## src/rtl/mult_shift_add.sv

```systemverilog
// rtl/mult_shift_add.sv - sequential shift-and-add unsigned multiplier (IDLE/RUN/DONE FSM)
// Optional early termination when the remaining multiplier is zero: define MULT_EARLY_EXIT_EN.
`timescale 1ns/1ps

module mult_shift_add #(
  parameter int N = 8
) (
  input  logic           clk,
  input  logic           rst,
  input  logic           init,
  input  logic [N-1:0]   A,
  input  logic [N-1:0]   B,
  output logic [2*N-1:0] pp,
  output logic           busy,
  output logic           done
);

  localparam int CW = $clog2(N + 1);

  typedef enum logic [1:0] {
    IDLE = 2'd0,
    RUN  = 2'd1,
    DONE = 2'd2
  } state_t;

  state_t         state_q, state_d;
  logic [2*N-1:0] pp_q, pp_d;
  logic [2*N-1:0] mcand_q, mcand_d;
  logic [N-1:0]   mult_q, mult_d;
  logic [CW-1:0]  count_q, count_d;

  always_ff @(posedge clk) begin
    if (rst) begin
      state_q <= IDLE;
      pp_q    <= '0;
      mcand_q <= '0;
      mult_q  <= '0;
      count_q <= '0;
    end else begin
      state_q <= state_d;
      pp_q    <= pp_d;
      mcand_q <= mcand_d;
      mult_q  <= mult_d;
      count_q <= count_d;
    end
  end

  always_comb begin
    state_d = state_q;
    pp_d    = pp_q;
    mcand_d = mcand_q;
    mult_d  = mult_q;
    count_d = count_q;
    case (state_q)
      IDLE: begin
        if (init) begin
          mcand_d = {{N{1'b0}}, A};
          mult_d  = B;
          pp_d    = '0;
          count_d = CW'(N);
          state_d = RUN;
        end
      end
      RUN: begin
        // The product fits in 2N bits, so the accumulate never carries out.
        if (mult_q[0]) pp_d = pp_q + mcand_q;
        mcand_d = mcand_q << 1;
        mult_d  = mult_q >> 1;
        count_d = count_q - CW'(1);
        if (count_q == CW'(1)) state_d = DONE;
`ifdef MULT_EARLY_EXIT_EN
        if ((mult_q >> 1) == '0) state_d = DONE;
`endif
      end
      DONE: begin
        state_d = IDLE;
      end
      default: begin
        state_d = IDLE;
      end
    endcase
  end

  assign pp   = pp_q;
  assign busy = (state_q != IDLE);
  assign done = (state_q == DONE);

endmodule

```

## config.mk

```make
export PLATFORM = sky130hd
export DESIGN_NAME = mult_shift_add
export DESIGN_NICKNAME = d
export VERILOG_FILES = /design/src/rtl/mult_shift_add.sv
export SDC_FILE = /design/constraint.sdc
export NUM_CORES = 1
export LEC_CHECK = 0
export BUFFER_PORTS_ARGS = -buffer_cell sky130_fd_sc_hd__clkbuf_2
export CAP_MARGIN = 20
export CORE_ASPECT_RATIO = 0.75
export CORE_MARGIN = 2
export CORE_UTILIZATION = 45
export CTS_CLUSTER_SIZE = 12
export DETAILED_ROUTE_END_ITERATION = 12
export GPL_TIMING_DRIVEN = 0
export PLACE_DENSITY = 0.68
export SLEW_MARGIN = 20
export SYNTH_ARGS = -nofsm -noshare
export SYNTH_HDL_FRONTEND = slang
export SYNTH_SLANG_ARGS = --single-unit
```

## constraint.sdc

```tcl
create_clock -name clk -period 2.29 [get_ports clk]
set_input_delay 0.3435 -clock clk [delete_from_list [all_inputs] [get_ports clk]]
set_output_delay 0.3435 -clock clk [all_outputs]
set_load 0.02 [all_outputs]
```

* Yosys cells after proc, flatten, opt, wreduce, memory -nomap -nowiden *
Index checks and enable logic that the tools add are counted.

storage, ports and cells
  bits in writable memories = 0
  memories kept = 0
  flip-flop bits (word level) = 46
  bits in read-only memories = 0
  logic and storage cells = 31
  output and inout port bits = 18
  latch bits = 0

cells by class
  divide/modulo/power cells = 0
  multipliers = 0
  magnitude comparators = 0
  muxes and demuxes = 12
  shifts and indexed selects = 0
  add/sub/neg operators = 2
  equal/unequal tests = 6
  bitwise gates (word level) = 0
  reduce and logical (&&, ||, !) cells = 6

operators by type and width
  operator                                             count
  one-hot mux 16 bit (2 select lines)                  2
  2-to-1 mux 16 bit                                    3
  adder 16 bit                                         1
  one-hot mux 8 bit (2 select lines)                   1
  2-to-1 mux 8 bit                                     1
  one-hot mux 4 bit (2 select lines)                   1
  inequality test 2 bit, second input constant         3
  equality test 4 x 1 -> 1 bit, second input constant  1
  2-to-1 mux 2 bit                                     2
  2-to-1 mux 4 bit                                     1
  one-hot mux 2 bit (2 select lines)                   1
  AND reduction 2 bit                                  2
  nonzero test 2 bit                                   2
  subtractor 4 x 1 -> 4 bit, second input constant     1
  AND reduction 3 bit                                  1
  equality test 2 x 1 -> 1 bit, second input constant  1
  equality test 2 bit, second input constant           1
  logical NOT 2 bit                                    1

* Depth between registers and ports, before layout *
  depth after elaboration = 3
  mapped depth = 8
  gate-level depth less buffers = 8

* Least setup slack after synthesis *
Ideal clock, no wire load.

  path type = register -> register
  start point = register pp_q[0] (netlist: pp[0])
  end point = register pp_q[10] (netlist: pp[10])
  arrival time = 2034 ps
  library setup time = 117 ps
  period minus slack after synthesis = 2151 ps
  path slack = 139 ps
  buffers on the path = 0
  stages on the path, launching flop included = 9
  required time = 2173 ps
  cells stage by stage = dfxtp_1 > ha_1 > inv_1 > fa_1 > nor2b_1 > o2111ai_2 > a211oi_1 > o21ai_0 > a32o_1

on the way
  longest elaborated chain between the ends = 3

ends and longest elaborated chain
  item                                 RTL line  text
  start, declared                      27        logic [2*N-1:0] pp_q, pp_d;
  start signal, assigned               41        pp_q <= pp_d;
  adder 16 bit                         66        if (mult_q[0]) pp_d = pp_q + mcand_q;
  2-to-1 mux 16 bit                    66
  one-hot mux 16 bit (2 select lines)  54        case (state_q)

No other way between the ends. The select of a mux whose other input is x is not followed.
A chain may end at the register's enable or synchronous reset.

* Worst setup path after layout *
  start point = register mcand_q[4]
  end point = register pp_q[10] (netlist: pp[10])

on the way
  longest elaborated chain between the ends = 3

ends and longest elaborated chain
  item                                 RTL line  text
  start, declared                      28        logic [2*N-1:0] mcand_q, mcand_d;
  start signal, assigned               42        mcand_q <= mcand_d;
  adder 16 bit                         66
  2-to-1 mux 16 bit                    66
  one-hot mux 16 bit (2 select lines)  54

No other way between the ends. The select of a mux whose other input is x is not followed.

==> flow_summary_export.csv <==
group,metric,value,unit
place,hpwl,4920,um
power_and_ir_drop,power_density,555,mW/mm^2
yosys,async_reset_ff_share,0,%
critical_path,cp-end-kind,"flop",
sta,max_freq,457,MHz
clock_network,cts_buffer_depth,2,
yosys,yosysWarnings,0,
yosys,ys_seq_elements,46,
die,die_w,91.6,um
power_and_ir_drop,ir_drop,364,uV
clock_network,path_clk_slew,90,ps
yosys,syn_inst,317,
sta,slew_violations,0,
cells_and_area,antenna_cells,0,
yosys,synth_ff_type,"dfxtp_1",
clock_network,clock_sinks,46,
critical_path,worstPathRequired,2490,ps
routing,viasPerCell,5.59,
place,place_congestion,0.929,
clock_network,clock_latency,300,ps
die,core,0.00544,mm^2
sta,worst_pin_slew,681,ps
sta,finalCritPeriodShare,95.6,%
critical_path,path_max_fanout,6,
critical_path,crit_path_start_kind,"flop",
yosys,syn_area_per_cell,8.17,um^2
cells_and_area,multi_input_area,0.00158,mm^2
cells_and_area,n_fill_cell,511,
place,dp_slack,-73.2,ps
cells_and_area,syn_to_final_growth,16.5,%
sta,max_slew_margin,54.5,%
routing,finalWirelength,6640,um
routing,wl_per_cell,15.1,um
clock_network,cts_tree,"built",
routing,drc,0,
die,fp-row-count,23,
sta,layout_setup_ws,102,ps
min_path,min_path_type,"primary input to flop",
die,die_y,69.7,um
sta,grt_setup_unrepaired,"no",
clock_network,hold_buffers,0,
sta,min_period,2190,ps
yosys,yosys-top-cells-area,"dfxtp_1, ha_1, nor2_1, nand2_1, a311oi_1",
critical_path,ff2ff_setup_slack,100,ps
sta,tns,0,ps
routing,num_vias,2452,
routing,drtPass1Iterations,4,
yosys,synth_area,0.00259,mm^2
cells_and_area,drive_gt1_share,18.7,%
critical_path,crit_arrival,2390,ps
clock_network,cts_htree_levels,2,
sta,setup_violations,0,
sta,final_hold_viol_count,0,
job,drv_cap,0,
die,io_pins,37,
die,start_util,47.6,%
power_and_ir_drop,finalPower,1.68,mW
place,placed_area,0.00287,mm^2
yosys,synth_nets,354,
cells_and_area,regArea,923,um^2
grt,overflow,0,
critical_path,critPathKind,"flop to flop",
clock_network,cts_buffers,5,
grt,grt_pass1_wl,10900,um
grt,track_usage,21.3,%
place,port_buffers,36,
yosys,yosysSeqAreaShare,35.5,%
grt,grt_pass1_vias,2235,
routing,ant_nets,0,
grt,antenna_found_initial,0,
sta,clock_skew,3.74,ps
status,outcome,"completed",
yosys,synth_top_area_share,35.5,%
die,die_area,0.00639,mm^2
power_and_ir_drop,p_leak,1.27,nW
grt,grt_max_degree,14,
cells_and_area,finalInstanceArea,0.00302,mm^2
clock_network,root_buffer,"clkbuf_8",
routing,drt_iter0_markers,169,
cells_and_area,final_util,55.5,%
cells_and_area,final_nets,400,
yosys,synth.largest_area_cell,"dfxtp_1",
yosys,synth-edff-count,0,
yosys,yosysUniqueCellTypes,53,
cells in the mapped netlist, types with 4 or more instances:
master and n:
a311oi_1 15, o21ai_0 12, nand2_1 44, a211oi_1 5, o211ai_1 4, nand4_1 4
inv_1 10, a22oi_1 11, or3_1 6, clkbuf_1 10, nor2_1 47, a21oi_1 19
a32oi_1 4, ha_1 17, dfxtp_1 46, nor2b_1 6
cell type report:
class,instances,area share [%]
well taps,75,3.11
clock buffers,7,2.86
repair buffers,39,6.72
clock inverters,1,0.166
plain buffers,17,2.99
inverters,10,1.24
flip-flops and latches,46,30.6
multi-input cells,244,52.3
cell usage in the layout (no fill, tap or decap), drive strengths merged, types with 10 or more instances in the layout:
cell	netlist	routed
o21ai	14	14
buf	7	10
ha	17	17
inv	10	10
nand2	44	44
a22oi	11	11
clkbuf	10	53
dfxtp	46	46
nor2	47	47
a21oi	20	20
a311oi	15	15
what timing repair did:
| item | 4_1_cts | 5_1_grt |
|---|---|---|
| pin swaps | 0 | 3 |
| resized for setup | 2 | 8 |
| endpoints found under the setup margin | 2 | 5 |
| buffers inserted | 0 | 3 |
flip-flops by register name (all words and copies together) (netlist names):
register  cells
count_q       4
mcand_q      16
mult_q        8
pp           16
state_q       2
worst paths after layout:
kind	start	end	cells after the start
max	mcand_q[4]$_SDFFE_PP0P_	pp[10]$_SDFFE_PP0P_	7
min	B[3]	mult_q[3]$_SDFFE_PP0P_	3
max reg2reg	mcand_q[4]$_SDFFE_PP0P_	pp[10]$_SDFFE_PP0P_	7
min reg2reg	mult_q[2]$_SDFFE_PP0P_	mult_q[1]$_SDFFE_PP0P_	2
per-layer routing:
metal,GRT usage (%),wire length (um),vias to the layer above
li1,-,-,1260
met1,32.4,3370,1115
met2,30.0,2760,71
met3,4.02,438,6
met4,6.90,78,0
met5,0,0,-
critical path, stage by stage (launching register included):
cell      delay, ps
dfxtp_1         350
ha_1            380
a21o_1          200
a21oi_2         290
a211oi_2        140
buf_4           150
or3_1           330
a32o_1          240
metrics by stage:
stage,std cells,hold WS [ps]
floorplan,317,454
global placement,428,464
detailed placement,428,470
CTS,436,272
global route,439,278
finish,439,277
kinds of logic after synthesis:
kind of cell | Yosys count | synth area share [%]
AO/OA/AOI/OAI | 96 | 27.0
flip-flops | 46 | 35.5
AND/OR/NAND/NOR | 125 | 21.8
XOR/XNOR | 4 | 1.35
multiplexers | 1 | 0.386
adder cells (fa/ha/maj) | 18 | 8.98
buffers and inverters | 27 | 4.93
report_power, final:
| part | switching [mW] | leakage, nW | total, mW | internal [mW] |
|---|---|---|---|---|
| logic | 0.168 | 0.846 | 0.275 | 0.107 |
| registers | 0.0340 | 0.377 | 0.874 | 0.840 |
| clock network | 0.283 | 0.0482 | 0.527 | 0.244 |
Note: power is estimated with default switching activity, not from simulation.
